### config.mk
export PLATFORM = sky130hd
export DESIGN_NAME = color_led_matrix_scanner_flat
export DESIGN_NICKNAME = d
export VERILOG_FILES = /design/src/rtl/color_led_matrix_scanner_pkg.sv /design/src/rtl/color_led_matrix_scanner_if.sv /design/src/rtl/color_led_matrix_scanner_scan_timer.sv /design/src/rtl/color_led_matrix_scanner.sv /design/src/flat_wrapper.sv
export SDC_FILE = /design/constraint.sdc
export NUM_CORES = 1
export LEC_CHECK = 0
export ABC_AREA = 1
export CAP_MARGIN = 30
export CORE_UTILIZATION = 48
export DETAILED_ROUTE_END_ITERATION = 12
export PLACE_DENSITY = 0.68
export SYNTH_ARGS = -nofsm -noshare
export SYNTH_HDL_FRONTEND = slang
export SYNTH_SLANG_ARGS = --single-unit
export TNS_END_PERCENT = 10
### constraint.sdc
create_clock -name aclk -period 2.6 [get_ports aclk]
set_input_delay 0.52 -clock aclk [delete_from_list [all_inputs] [get_ports aclk]]
set_output_delay 0.52 -clock aclk [all_outputs]
set_load 0.03 [all_outputs]
### src/rtl/color_led_matrix_scanner_pkg.sv
// Shared definitions for the colour LED matrix scanner: default line polarities,
// counter width helper and the frame-word field layout.
package color_led_pkg;

  localparam bit DEF_ROW_ACTIVE_LOW = 1'b0;
  localparam bit DEF_COL_ACTIVE_LOW = 1'b1;

  // Width of a counter covering 0..range-1, never narrower than one bit.
  function automatic int cnt_w(input int range);
    return (range <= 1) ? 1 : $clog2(range);
  endfunction

  // Bit offset of LED(r,c) duty code; columns are the outer index.
  function automatic int led_field(input int r, input int c, input int n_rows, input int pwm_bits);
    return (c * n_rows + r) * pwm_bits;
  endfunction

endpackage

### src/rtl/color_led_matrix_scanner_if.sv
// Frame handshake between the frame producer and the scanner.
// valid/ready: a frame transfers on every clock edge where i_frame_valid and o_frame_ready are
// both 1; while ready is 0 the producer must keep valid and data stable until the transfer.
interface color_led_matrix_scanner_if #(parameter int DATA_W = 48);
  logic [DATA_W-1:0] i_frame_data;
  logic              i_frame_valid;
  logic              o_frame_ready;

  modport master (output i_frame_data, output i_frame_valid, input o_frame_ready);
  modport slave  (input i_frame_data, input i_frame_valid, output o_frame_ready);
endinterface

### src/rtl/color_led_matrix_scanner_scan_timer.sv
// Row/slot/PWM counters for the matrix scan, plus the blanking flag and
// frame-boundary / frame-start strobes decoded from the current counter state.
module color_led_scan_timer
  import color_led_pkg::*;
#(
  parameter int N_ROWS       = 4,
  parameter int ROW_PERIOD   = 1040,
  parameter int BLANK_CYCLES = 16,
  parameter int PWM_BITS     = 4,
  localparam int RW = cnt_w(N_ROWS),
  localparam int SW = cnt_w(ROW_PERIOD)
) (
  input  logic                aclk,
  input  logic                aresetn,
  input  logic                enable,
  output logic [RW-1:0]       row_cnt,
  output logic [SW-1:0]       slot_cnt,
  output logic [PWM_BITS-1:0] pwm_cnt,
  output logic                blank,
  output logic                boundary,
  output logic                frame_start
);

  localparam logic [RW-1:0] ROW_LAST  = RW'(N_ROWS - 1);
  localparam logic [SW-1:0] SLOT_LAST = SW'(ROW_PERIOD - 1);
  localparam logic [SW-1:0] BLANK_END = SW'(BLANK_CYCLES);

  logic slot_wrap;
  logic row_wrap;

  assign slot_wrap   = (slot_cnt == SLOT_LAST);
  assign row_wrap    = (row_cnt == ROW_LAST);
  assign blank       = (slot_cnt < BLANK_END);
  assign boundary    = enable && slot_wrap && row_wrap;
  assign frame_start = enable && (slot_cnt == '0) && (row_cnt == '0);

  // Disabled scan parks at row 0 slot 0 so re-enable starts a fresh frame.
  always_ff @(posedge aclk) begin
    if (!aresetn || !enable) begin
      row_cnt  <= '0;
      slot_cnt <= '0;
      pwm_cnt  <= '0;
    end else if (slot_wrap) begin
      slot_cnt <= '0;
      pwm_cnt  <= '0;
      row_cnt  <= row_wrap ? '0 : row_cnt + RW'(1);
    end else begin
      slot_cnt <= slot_cnt + SW'(1);
      if (!blank) pwm_cnt <= pwm_cnt + PWM_BITS'(1);
    end
  end

endmodule

### src/rtl/color_led_matrix_scanner.sv
// Multiplexed RGB LED matrix driver: double-buffered frame store, per-LED PWM
// compare and registered row/column outputs with configurable polarity.
module color_led_matrix_scanner
  import color_led_pkg::*;
#(
  parameter int N_ROWS         = 4,
  parameter int N_COLS         = 3,
  parameter int PWM_BITS       = 4,
  parameter int ROW_PERIOD     = 1040,
  parameter int BLANK_CYCLES   = 16,
  parameter bit ROW_ACTIVE_LOW = DEF_ROW_ACTIVE_LOW,
  parameter bit COL_ACTIVE_LOW = DEF_COL_ACTIVE_LOW
) (
  input  logic                       aclk,
  input  logic                       aresetn,
  input  logic                       i_enable,
  color_led_matrix_scanner_if.slave  frame,
  output logic                       o_frame_start,
  output logic [N_ROWS-1:0]          o_row,
  output logic [N_COLS-1:0]          o_col
);

  localparam int DATA_W = N_ROWS * N_COLS * PWM_BITS;
  localparam int RW     = cnt_w(N_ROWS);
  localparam int SW     = cnt_w(ROW_PERIOD);
  localparam logic [N_ROWS-1:0] ROW_OFF = ROW_ACTIVE_LOW ? '1 : '0;
  localparam logic [N_COLS-1:0] COL_OFF = COL_ACTIVE_LOW ? '1 : '0;

  logic [RW-1:0]       row_cnt;
  logic [SW-1:0]       slot_cnt;
  logic [PWM_BITS-1:0] pwm_cnt;
  logic                blank;
  logic                boundary;
  logic                frame_start;

  logic [DATA_W-1:0]   active_buf;
  logic [DATA_W-1:0]   shadow_buf;
  logic                pending;
  logic                accept;
  logic                promote;
  logic                scan_on;
  logic [N_ROWS-1:0]   row_on;
  logic [N_COLS-1:0]   col_on;

  color_led_scan_timer #(
    .N_ROWS      (N_ROWS),
    .ROW_PERIOD  (ROW_PERIOD),
    .BLANK_CYCLES(BLANK_CYCLES),
    .PWM_BITS    (PWM_BITS)
  ) u_timer (
    .aclk       (aclk),
    .aresetn    (aresetn),
    .enable     (i_enable),
    .row_cnt    (row_cnt),
    .slot_cnt   (slot_cnt),
    .pwm_cnt    (pwm_cnt),
    .blank      (blank),
    .boundary   (boundary),
    .frame_start(frame_start)
  );

  assign frame.o_frame_ready = ~pending;
  assign accept  = frame.i_frame_valid && !pending;
  // Swap only with a frame that was already pending; while disabled there is no frame to tear.
  assign promote = pending && (boundary || !i_enable);

  always_ff @(posedge aclk) begin
    if (!aresetn) begin
      active_buf <= '0;
      shadow_buf <= '0;
      pending    <= 1'b0;
    end else begin
      if (accept) begin
        shadow_buf <= frame.i_frame_data;
        pending    <= 1'b1;
      end
      if (promote) begin
        active_buf <= shadow_buf;
        pending    <= 1'b0;
      end
    end
  end

  assign scan_on = i_enable && !blank;
  assign row_on  = scan_on ? (N_ROWS'(1) << row_cnt) : '0;

  always_comb begin
    col_on = '0;
    for (int c = 0; c < N_COLS; c++) begin
      col_on[c] = scan_on &&
                  (pwm_cnt < active_buf[led_field(int'(row_cnt), c, N_ROWS, PWM_BITS) +: PWM_BITS]);
    end
  end

  always_ff @(posedge aclk) begin
    if (!aresetn) begin
      o_row         <= ROW_OFF;
      o_col         <= COL_OFF;
      o_frame_start <= 1'b0;
    end else begin
      o_row         <= row_on ^ ROW_OFF;
      o_col         <= col_on ^ COL_OFF;
      o_frame_start <= frame_start;
    end
  end

endmodule

### src/flat_wrapper.sv
// flat-port wrapper written by rule: the top's interface ports become plain ports
module color_led_matrix_scanner_flat import color_led_pkg::*;
#(
  parameter int N_ROWS         = 4,
  parameter int N_COLS         = 3,
  parameter int PWM_BITS       = 4,
  parameter int ROW_PERIOD     = 1040,
  parameter int BLANK_CYCLES   = 16,
  parameter bit ROW_ACTIVE_LOW = DEF_ROW_ACTIVE_LOW,
  parameter bit COL_ACTIVE_LOW = DEF_COL_ACTIVE_LOW
)
  (aclk, aresetn, i_enable, o_frame_start, o_row, o_col, frame_i_frame_data, frame_i_frame_valid, frame_o_frame_ready);
  color_led_matrix_scanner_if #(.DATA_W(48)) frame_i ();
  input  logic aclk;
  input  logic aresetn;
  input  logic i_enable;
  output logic o_frame_start;
  output logic [N_ROWS-1:0] o_row;
  output logic [N_COLS-1:0] o_col;
  input wire logic [$bits(frame_i.i_frame_data)-1:0] frame_i_frame_data;
  input wire logic [$bits(frame_i.i_frame_valid)-1:0] frame_i_frame_valid;
  output wire logic [$bits(frame_i.o_frame_ready)-1:0] frame_o_frame_ready;
  assign frame_i.i_frame_data = frame_i_frame_data;
  assign frame_i.i_frame_valid = frame_i_frame_valid;
  assign frame_o_frame_ready = frame_i.o_frame_ready;
  color_led_matrix_scanner #(.N_ROWS(N_ROWS), .N_COLS(N_COLS), .PWM_BITS(PWM_BITS), .ROW_PERIOD(ROW_PERIOD), .BLANK_CYCLES(BLANK_CYCLES), .ROW_ACTIVE_LOW(ROW_ACTIVE_LOW), .COL_ACTIVE_LOW(COL_ACTIVE_LOW)) u_core (.aclk(aclk), .aresetn(aresetn), .i_enable(i_enable), .frame(frame_i), .o_frame_start(o_frame_start), .o_row(o_row), .o_col(o_col));
endmodule
# == Word level (Yosys, flattened, before mapping) ==
# Index checks and enable logic that the tools add are counted.
# op_classes
add_sub_neg,5
magnitude_cmp,4
eq_ne,2
n_shift,4
n_mux,1
bitwise,3
n_reduce_logical,21
# ops
cell,count
48-bit by 32-bit indexed part select with 4-bit output,2
48-bit by 5-bit indexed part select with 4-bit output,1
4-bit < comparator,3
11-bit by 1-bit adder with 11-bit output (second input constant),1
11-bit equality test (second input constant),1
11-bit zero test,1
11-bit by 5-bit < comparator with 1-bit output (second input constant),1
1-bit logical AND,10
4-bit by 2-bit adder with 5-bit output (first input constant),1
3-bit by 2-bit adder with 4-bit output (first input constant),1
4-bit by 1-bit adder with 4-bit output (second input constant),1
1-bit zero test,4
2-bit OR reduction,2
1-bit by 2-bit left shift with 4-bit output (first input constant),1
3-bit inverter,1
2-bit by 1-bit adder with 2-bit output (second input constant),1
2-bit equality test (second input constant),1
2-bit zero test,1
1-bit logical OR,2
2-bit 2-to-1 mux,1
1-bit inverter,2
2-bit AND reduction,1
# word_totals
register_bits,122
wordCells,49

# == Depth between registers and ports, before layout ==
# Gate-level depths: netlist of the first run.
# depth
ltp_word,6
mapped_depth,10
depth_no_buf,8

# == By module ==
# From an unflattened synthesis of the first run, not the netlist that was laid out.
# hier_totals
cells_unflattened,692
area_unflattened_um2,5292.6
# by_module_without_submodules
module,n_inst,cells_each,area_each_um2
color_led_matrix_scanner,1,549,4276.6
color_led_scan_timer,1,143,1016.0

# == Least setup slack after synthesis of the first run ==
# Ideal clock, no wire load.
# synth_timing
path_type,register to register
startpoint,register u_core.u_timer.row_cnt[0]
endpoint,register u_core.o_col[2]
setup_time_ns,0.122
t_arrival_ns,1.681
slack_ns,0.797
stages_incl_launch_ff,9
path_buffers,2
cell_sequence,dfxtp_1 buf_2 inv_2 buf_1 nand2_1 a32o_1 ha_1 a211oi_1 nand2_1
# synth_between
elab_chain_len,5
# synth_rtl
item,line,source
from (decl),color_led_matrix_scanner_scan_timer.sv:16,"output logic [RW-1:0] row_cnt,"
from (signal assigned),color_led_matrix_scanner_scan_timer.sv:46,row_cnt <= row_wrap ? '0 : row_cnt + RW'(1);
4-bit by 2-bit adder with 5-bit output,color_led_matrix_scanner_pkg.sv:15,return (c * n_rows + r) * pwm_bits;
48-bit by 32-bit indexed part select with 4-bit output,color_led_matrix_scanner.sv:91,"(pwm_cnt < active_buf[led_field(int'(row_cnt), c, N_ROWS, PWM_BITS) +: PWM_BITS]);"
4-bit < comparator,color_led_matrix_scanner.sv:91,
1-bit logical AND,color_led_matrix_scanner.sv:90,col_on[c] = scan_on &&
3-bit inverter (no source line),n/a,
to (signal assigned),color_led_matrix_scanner.sv:102,o_col <= col_on ^ COL_OFF;
to (decl),color_led_matrix_scanner.sv:20,output logic [N_COLS-1:0] o_col
# Every way passes these cells.
# A chain may end at the register's enable or synchronous reset.

# == Final worst setup path of the first run ==
# layout_timing
startpoint,register u_core.pending
endpoint,output port frame_o_frame_ready
# layout_between
elab_chain_len,1
# layout_rtl
item,line,source
from (decl),color_led_matrix_scanner.sv:38,logic pending;
from (signal assigned),color_led_matrix_scanner.sv:71,pending <= 1'b0;
from (signal assigned),color_led_matrix_scanner.sv:75,pending <= 1'b1;
from (signal assigned),color_led_matrix_scanner.sv:79,pending <= 1'b0;
1-bit inverter,color_led_matrix_scanner.sv:62,assign frame.o_frame_ready = ~pending;
to (decl),flat_wrapper.sv:22,output wire logic [$bits(frame_i.o_frame_ready)-1:0] frame_o_frame_ready;
# Every way passes these cells.

==> results of run 1 <==
[worst register-to-register path, cell delays in order, from the launching register on]
cell     delay (ns)
dfxtp_1        0.36
ha_1           0.27
nand3_2        0.16
nor2_4         0.17
nand3_2        0.11
nand2_4        0.23
buf_4          0.29
nand3_1        0.13
nand2_1        0.10
nor2_1         0.04
[layer usage]
metal	vias to the layer above	part of all wire	track usage
li1	2418	-	-
met1	2047	0.48	0.249
met2	111	0.46	0.343
met3	5	0.049	0.0571
met4	0	0.0056	0.0519
met5	-	0	0
[power by group]
group | switching [mW] | internal, mW
logic | 0.251 | 0.200
registers | 0.0426 | 1.98
clock network | 0.783 | 1.47
[path summary, 6_finish.rpt]
path,slack [ns],start,endpoint
worst min register to register,0.45,u_core.shadow_buf[4]$_SDFFE_PN0P_,u_core.shadow_buf[4]$_SDFFE_PN0P_
worst max register to register,0.63,u_core.u_timer.slot_cnt[0]$_SDFF_PP0_,u_core.active_buf[24]$_SDFFE_PN0P_
worst max-delay path,0.52,u_core.pending$_SDFFE_PP0P_,frame_o_frame_ready
worst min-delay path,0.43,aresetn,u_core.u_timer.row_cnt[1]$_SDFFE_PP0N_
[final cells by class]
cell class / instances / area (µm²) / area share
sequential: 122 / 2440 / 0.377
multi-input combinational: 467 / 2310 / 0.357
timing repair buffer: 72 / 723 / 0.112
clock buffer: 22 / 443 / 0.0684
inverter: 70 / 263 / 0.0406
tap: 136 / 170 / 0.0263
clock inverter: 9 / 123 / 0.0189
[logic make-up after synthesis]
logic type / Yosys count / share of synthesized area
adder cells (fa/ha/maj): 14 / 0.0333
buffers and inverters: 120 / 0.0955
XOR/XNOR: 1 / 0.00167
AO/OA/AOI/OAI: 180 / 0.182
flip-flops: 122 / 0.465
AND/OR/NAND/NOR: 272 / 0.222
[synth_stat cells]
master	n
buf_1	8
nand3_2	2
nor2_4	1
inv_2	3
dfxtp_1	122
nand4_1	2
a32o_1	9
ha_1	14
a211oi_1	4
o21ai_0	50
buf_2	14
o21a_1	1
nor3_1	15
buf_6	3
nand2_4	1
clkinv_1	1
clkbuf_1	24
xnor2_1	1
inv_1	66
and3_1	1
nand2_1	124
nor2_1	58
nand3_1	65
buf_8	1
nor3b_1	3
a21oi_1	116
[through the flow]
stage / hold WS (ns) / instance area, µm² / cells / setup slack (ns) / util
3_3_place_gp: 0.439 / 5910 / 867 / 0.648 / 0.565
4_1_cts: 0.414 / 6480 / 898 / 0.499 / 0.619
5_1_grt: 0.437 / 6480 / 898 / 0.418 / 0.619
3_5_place_dp: 0.446 / 5910 / 867 / 0.606 / 0.565
2_1_floorplan: 0.430 / 5250 / 709 / 0.797 / -
6_report: 0.427 / 6480 / 898 / 0.520 / 0.619
[registers in the layout (all words and copies together), names as in the netlist]
name	flops
u_core.active_buf	48
u_core.u_timer.row_cnt	2
u_core.u_timer.slot_cnt	11
u_core.o_frame_start	1
u_core.pending	1
u_core.o_row	4
u_core.u_timer.pwm_cnt	4
u_core.shadow_buf	48
u_core.o_col	3
==> impl_results.md, run 1 <==
- Htree depth: 4
- Synth Register Bits: 122
- Tmin final: 2.08 ns
- Worst Reg-to-Reg Cells: 9
- Remaining DRCs: 0
- Post-Route WL: 11,000 µm
- Die H: 107 µm
- Max-cap violations: 0
- Total CTS buffers: 17
- Most frequent cells in the layout: nand2_1, dfxtp_1, a21oi_1, inv_1, nand3_1
- Via Count: 4,581
- Clock tree sinks: 122
- Slew @ Worst Pin: 0.903 ns
- PnR Total Power: 4.73 mW
- CTS root buffer: clkbuf_8
- Worst setup EP type: output port
- Layout Skew: 0.00965 ns
- Area contributors post-synth: dfxtp_1, a21oi_1, nand2_1, nand3_1, o21ai_0
- Clock Path Buffers: 2
- Largest net degree at the start of global routing: 99
- Max incr delay on CP: 0.67 ns
- Rel. slew slack: 0.398
- DR WL/cell: 12.2 µm
- Routed Antenna Nets: 0
- Final RePlAce weighted congestion: 0.757
- Stages on the worst setup path: 2
- Cell type with the largest total area after synthesis: dfxtp_1
- DIE AREA: 11,400 µm²
- Layout Nets: 816
- Hold/Removal Path Class: in2reg
- Max FO, Critical Path: 2
- Kind of critical path: reg2out
- CTS resizes: 0
- Drt first pass iters: 6
- Row count: 37
- Family with the most delay on the worst path: buffers and inverters
- Core Box Area: 10,500 µm²
- Antenna diode count: 0
- Commonest non-fill, non-tap cell in the layout: nand2_1
- Port bufs: 60
- CTS tree: built
- Critical Path Slowest Stage Cell: clkdlybuf4s50_1
- RSZ-0062 raised after global routing: no
- Netlist Area Pre-Place: 5250 µm²
- GRT overflow: 0
- Data required time of the worst path: 2.08 ns
- Mapped Cells: 709
- Initial antenna violation count: 0
- Power per cell area: 730 nW/µm²
- Leak: 2.55 nW
- First-pass GRT wire length: 18,500 µm
- Post-synthesis sequential area ratio: 0.465
- Post-CTS Setup Repair Bufs: 0
- Mapped Avg Cell Area: 7.41 µm²
- Status: completed
- Filler cells: 948
- Layout cell share with drive strength beyond 1: 0.0643
- Max-slew violation count: 0
- Synth cell types: 26
- GRT Util Overall: 0.201
- Hold_buf cts: 0
- Worst vdd ir: 0.409 mV
- F_max: 0.481 GHz
- Post-DP HPWL: 7190 µm
- Initial DRC Count: 230
- Hold path depth: 3
- # setup viols final: 0
- Via density: 5.10
- Critical path buffers and inverters: 2
- Final period util: 0.800
- Initial Util: 0.502
- Final hold vios: 0
- Vias in the first global route: 4,194
- Syn Nets: 775
- Io pins: 61
- Clock Latency Late Sink: 0.51 ns
- Worst Path Arrival: 1.56 ns
- Die Wd: 107 µm
- Worst setup SP type: register
- Top cell type's share of synthesized area: 0.465
- Area Overhead vs Synth: 23.3%
- Synth Warn #: 0
- Sum of negative setup slack: 0 ns
- Reg clk slew, reported paths: 0.06 ns
- CP cell instances: inv_1 > clkdlybuf4s50_1
Power figures use the tool's default switching activity.
==> run 2: changes to the inputs <==
--- a/config.mk
+++ b/config.mk
@@ -9,7 +9,7 @@
 export CAP_MARGIN = 30
 export CORE_UTILIZATION = 48
 export DETAILED_ROUTE_END_ITERATION = 12
-export PLACE_DENSITY = 0.68
+export PLACE_DENSITY = 0.71
 export SYNTH_ARGS = -nofsm -noshare
 export SYNTH_HDL_FRONTEND = slang
 export SYNTH_SLANG_ARGS = --single-unit
==> constraint.sdc (replaced) <==
create_clock -name aclk -period 1.9 [get_ports aclk]
set_input_delay 0.38 -clock aclk [delete_from_list [all_inputs] [get_ports aclk]]
set_output_delay 0.38 -clock aclk [all_outputs]
set_load 0.03 [all_outputs]
==> run 2 against run 1 <==
Compared with the run above:
- via count increased by 3.4%
- critical endpoint is now o_frame_start
- highest routed layer unchanged
- wire length rose by 7.5%
- hold slack worse by 0.14 ns
- clock power increased by 60%
- die area unchanged
- utilization rose by 2.2 points
- sequential power up 36%
- worst setup slack lost 0.47 ns
- sequential cell count unchanged
- global-route usage increased by 1.5 points
- final cell count is 1.1% higher
- largest power group unchanged
==> impl_results.md, run 2 (synthesis gave the netlist of run 1 again) <==
- Family with the most delay on the worst path: buffers and inverters
- Data required time of the worst path: 1.52 ns
- Clock Path Buffers: 2
- Routed Antenna Nets: 0
- Clock tree sinks: 122
- Initial DRC Count: 272
- Core Box Area: 10,500 µm²
- Max-slew violation count: 0
- Rel. slew slack: 0.377
- CTS tree: built
- Commonest non-fill, non-tap cell in the layout: nand2_1
- Total CTS buffers: 17
- Io pins: 61
- Vias in the first global route: 4,334
- Post-route cell area: 6710 µm²
- Worst vdd ir: 0.889 mV
- DIE AREA: 11,400 µm²
- Layout Skew: 0.00589 ns
- Status: completed
- Pre-CTS WS: 0.0423 ns
- Regs by FF count: u_core.active_buf x48, u_core.shadow_buf x48, u_core.u_timer.slot_cnt x11
- Final period util: 0.972
- First-pass GRT wire length: 19,600 µm
- RSZ-0062 raised after global routing: yes
- Post-DP HPWL: 7400 µm
- Power per cell area: 1050 nW/µm²
- Sum of negative setup slack: 0 ns
- Final hold vios: 0
- Critical path buffers and inverters: 1
- Layout Nets: 825
- F_max: 0.541 GHz
- Reg clk slew, reported paths: 0.06 ns
- Initial antenna violation count: 0
- Initial Util: 0.502
- Antenna diode count: 0
- WHS: 0.286 ns
- Via Count: 4,737
- Worst setup SP type: register
- Row count: 37
- Fin worst setup slack: 0.0530 ns
- Largest net degree at the start of global routing: 99
- Hold/Removal Path Class: in2reg
- CP cell instances: clkdlybuf4s50_1
- Filler cells: 941
- Footprint of the multi-input gates: 2340 µm²
- CTS root buffer: clkbuf_8
- Drt first pass iters: 5
- Slew @ Worst Pin: 0.935 ns
- Die Wd: 107 µm
- Tmin final: 1.85 ns
- Layout cell share with drive strength beyond 1: 0.0842
- GRT overflow: 0
- Die H: 107 µm
- Final RePlAce weighted congestion: 0.791
- FF+latch area: 2440 µm²
- DR WL/cell: 13.0 µm
- Via density: 5.22
- Max-cap violations: 0
- Most frequent cells in the layout: nand2_1, dfxtp_1, a21oi_1, inv_1, nand3_1
- Critical Path Slowest Stage Cell: clkdlybuf4s50_1
- Post-Route WL: 11,800 µm
- Worst Path Arrival: 1.47 ns
- Remaining DRCs: 0
- GRT Util Overall: 0.216
- # setup viols final: 0
- Leak: 2.72 nW
- Max FO, Critical Path: 1
- Area Overhead vs Synth: 27.6%
- Fin util: 0.641
- Clock Latency Late Sink: 0.51 ns
- Htree depth: 4
- Max incr delay on CP: 0.65 ns
- Port bufs: 60
- Placed Area: 5950 µm²
- Kind of critical path: reg2out
- Worst setup EP type: output port
==> run 2: path summary, 6_finish.rpt <==
kind	startpoint	slack, ns	depth (start not counted)	end
setup reg to reg	u_core.u_timer.slot_cnt[1]$_SDFF_PP0_	0.14	9	u_core.active_buf[3]$_SDFFE_PN0P_
hold / removal	aresetn	0.29	3	u_core.o_frame_start$_SDFF_PN0_
setup / recovery	u_core.o_frame_start$_SDFF_PN0_	0.05	1	o_frame_start
hold reg to reg	u_core.u_timer.slot_cnt[0]$_SDFF_PP0_	0.44	1	u_core.u_timer.slot_cnt[0]$_SDFF_PP0_
==> run 2: stage by stage <==
stage / std cells / power, mW
2_1_floorplan: 709 / 3.24
3_3_place_gp: 872 / 3.43
3_5_place_dp: 872 / 3.45
4_1_cts: 904 / 7.07
5_1_grt: 908 / 7.30
6_report: 908 / 7.03
==> run 2: metal layers <==
metal / track usage / wire length, µm
met1: 0.272 / 5510
met2: 0.357 / 5620
met3: 0.0547 / 499
met4: 0.0773 / 178
met5: 0 / 0
==> run 2: area by class of cell <==
cell class,count,area share
Multi-Input combinational cell,467,0.349
Clock buffer,18,0.0638
Tap cell,136,0.0254
Inverter,70,0.0396
Clock inverter,14,0.0364
Timing Repair Buffer,81,0.121
Sequential cell,122,0.365
==> run 2: what timing repair did <==
item                                    CTS  global route
hold buffers                              0             0
gates resized for setup                   3            12
pin swaps                                 0             3
buffers inserted                          0             3
gates cloned                              0             1
endpoints found under the setup margin    3            36
==> run 2: power breakdown <==
part | internal (mW) | total (mW) | switching (mW) | leakage (nW)
Clock | 2.44 | 3.61 | 1.18 | 0.322
Sequential | 2.71 | 2.77 | 0.0598 | 1.00
Combinational | 0.285 | 0.642 | 0.357 | 1.40
Total | 5.44 | 7.03 | 1.59 | 2.72
==> run 3: changes to the inputs <==
--- a/config.mk
+++ b/config.mk
@@ -10,6 +10,7 @@
 export CORE_UTILIZATION = 48
 export DETAILED_ROUTE_END_ITERATION = 12
 export PLACE_DENSITY = 0.71
+export SKIP_LAST_GASP = 1
 export SYNTH_ARGS = -nofsm -noshare
 export SYNTH_HDL_FRONTEND = slang
 export SYNTH_SLANG_ARGS = --single-unit
==> run 3 against run 2 <==
Compared with the run above:
- sequential cell count unchanged
- first-iteration DRC count decreased by 15%
- die area unchanged
- critical path depth unchanged
- cell area decreased by 0.50%
- maximum frequency decreased by 2.2%
- clock-buffer cell count unchanged
- register-to-register slack got worse by 0.02 ns
- highest routed layer unchanged
==> impl_results.md, run 3 (synthesis gave the netlist of run 1 again) <==
- Hold/Removal Path Class: in2reg
- Met3 GRT Util: 0.0547
- Initial Util: 0.502
- GRT Util Overall: 0.216
- F_max: 0.529 GHz
- FF+latch area: 2440 µm²
- Initial DRC Count: 230
- CTS root buffer: clkbuf_8
- Data required time of the worst path: 1.52 ns
- Max-cap violations: 0
- Worst setup SP type: register
- Die Wd: 107 µm
- Core Box Area: 10,500 µm²
- Worst Path Arrival: 1.51 ns
- Largest net degree at the start of global routing: 99
- CP cell instances: clkdlybuf4s50_1
- Critical Path Slowest Stage Cell: clkdlybuf4s50_1
- Met2 usage: 0.357
- Worst vdd ir: 0.889 mV
- Area Overhead vs Synth: 27.0%
- Layout cell share with drive strength beyond 1: 0.0804
- Slew @ Worst Pin: 0.939 ns
- Hold_buf cts: 0
- Row count: 37
- First-pass GRT wire length: 19,600 µm
- Grt peak-use layer: met2
- Reg2reg setup slack: 0.12 ns
- # setup viols final: 0
- Family with the most delay on the worst path: buffers and inverters
- Final RePlAce weighted congestion: 0.791
- Grt met1 use: 0.272
- GRT overflow: 0
- Kind of critical path: reg2out
- Total CTS buffers: 17
- Commonest non-fill, non-tap cell in the layout: nand2_1
- Pre-CTS WS: 0.0423 ns
- Via density: 5.17
- Layout Skew: 0.00599 ns
- Reg clk slew, reported paths: 0.06 ns
- Fin util: 0.638
- Io pins: 61
- Leak: 2.65 nW
- Most frequent cells in the layout: nand2_1, dfxtp_1, a21oi_1, inv_1, nand3_1
- Routed Antenna Nets: 0
- Placed Area: 5950 µm²
- Fin worst setup slack: 0.0111 ns
- Clock Path Buffers: 2
- Clock Latency Late Sink: 0.51 ns
- Tmin final: 1.89 ns
- Final period util: 0.994
- Max-slew violation count: 0
- Footprint of the multi-input gates: 2320 µm²
- CTS tree: built
- Antenna diode count: 0
- Die H: 107 µm
- Regs by FF count: u_core.active_buf x48, u_core.shadow_buf x48, u_core.u_timer.slot_cnt x11
- Port bufs: 60
- RSZ-0062 raised after global routing: yes
- Remaining DRCs: 0
- DR WL/cell: 12.9 µm
- Post-DP HPWL: 7400 µm
- Power per cell area: 1050 nW/µm²
- Via Count: 4,691
- Max FO, Critical Path: 1
- Post-route cell area: 6670 µm²
- Critical path buffers and inverters: 1
- Worst setup EP type: output port
- Filler cells: 951
- Final hold vios: 0
- Max incr delay on CP: 0.67 ns
- Initial antenna violation count: 0
- DIE AREA: 11,400 µm²
- Rel. slew slack: 0.374
- Status: completed
- Drt first pass iters: 5
- Vias in the first global route: 4,334
- Clock tree sinks: 122
- Post-Route WL: 11,700 µm
- Htree depth: 4
- Layout Nets: 824
## run 3: cell count changes in the layout (fill, tap and decap cells not counted), sizes merged
cell / delta
buf: -1
clkdlybuf4s50: +6
dlygate4sd2: -2
dlymetal6s2s: -4
## run 3: layout make-up
class                           count  area share
Sequential cell                   122       0.366
Multi-Input combinational cell    467       0.348
Timing Repair Buffer               80       0.120
Clock buffer                       18      0.0641
Inverter                           70      0.0394
Clock inverter                     14      0.0366
Tap cell                          136      0.0255
## run 3: power by group
group          switching [mW]  total (mW)  leakage (nW)  internal, mW
logic                   0.355       0.639          1.32         0.284
clock network            1.18        3.62         0.322          2.44
registers              0.0594        2.77          1.00          2.71
## run 3: final timing paths
check	startpoint	to	cells past startpoint
max	u_core.o_col[0]$_SDFF_PN1_	o_col[0]	1
max reg2reg	u_core.u_timer.slot_cnt[0]$_SDFF_PP0_	u_core.active_buf[40]$_SDFFE_PN0P_	9
min reg2reg	u_core.shadow_buf[9]$_SDFFE_PN0P_	u_core.shadow_buf[9]$_SDFFE_PN0P_	2
min	aresetn	u_core.o_frame_start$_SDFF_PN0_	3
## run 3: stage by stage
step / setup TNS [ns] / std cells / hold slack (ns) / total power, mW
after floorplan: 0 / 709 / 0.430 / 3.24
after global placement: 0 / 872 / 0.438 / 3.43
after detailed placement: 0 / 872 / 0.445 / 3.45
after CTS: -0.0542 / 904 / 0.260 / 7.07
after global routing: -0.167 / 907 / 0.279 / 7.30
final: 0 / 907 / 0.279 / 7.03
## run 3: timing repair
action                     in CTS  in global routing
gates resized for setup         1                  2
cloned                          0                  1
hold endpoints to repair        0                  0
pin swaps                       0                  0
setup endpoints to repair       3                 38
setup buffers                   0                  2
## run 3: metal layers
metal  share of wire  routed length [µm]
met1            0.46                5420
met2            0.48                5570
met3           0.044                 515
met4           0.015                 171
met5               0                   0
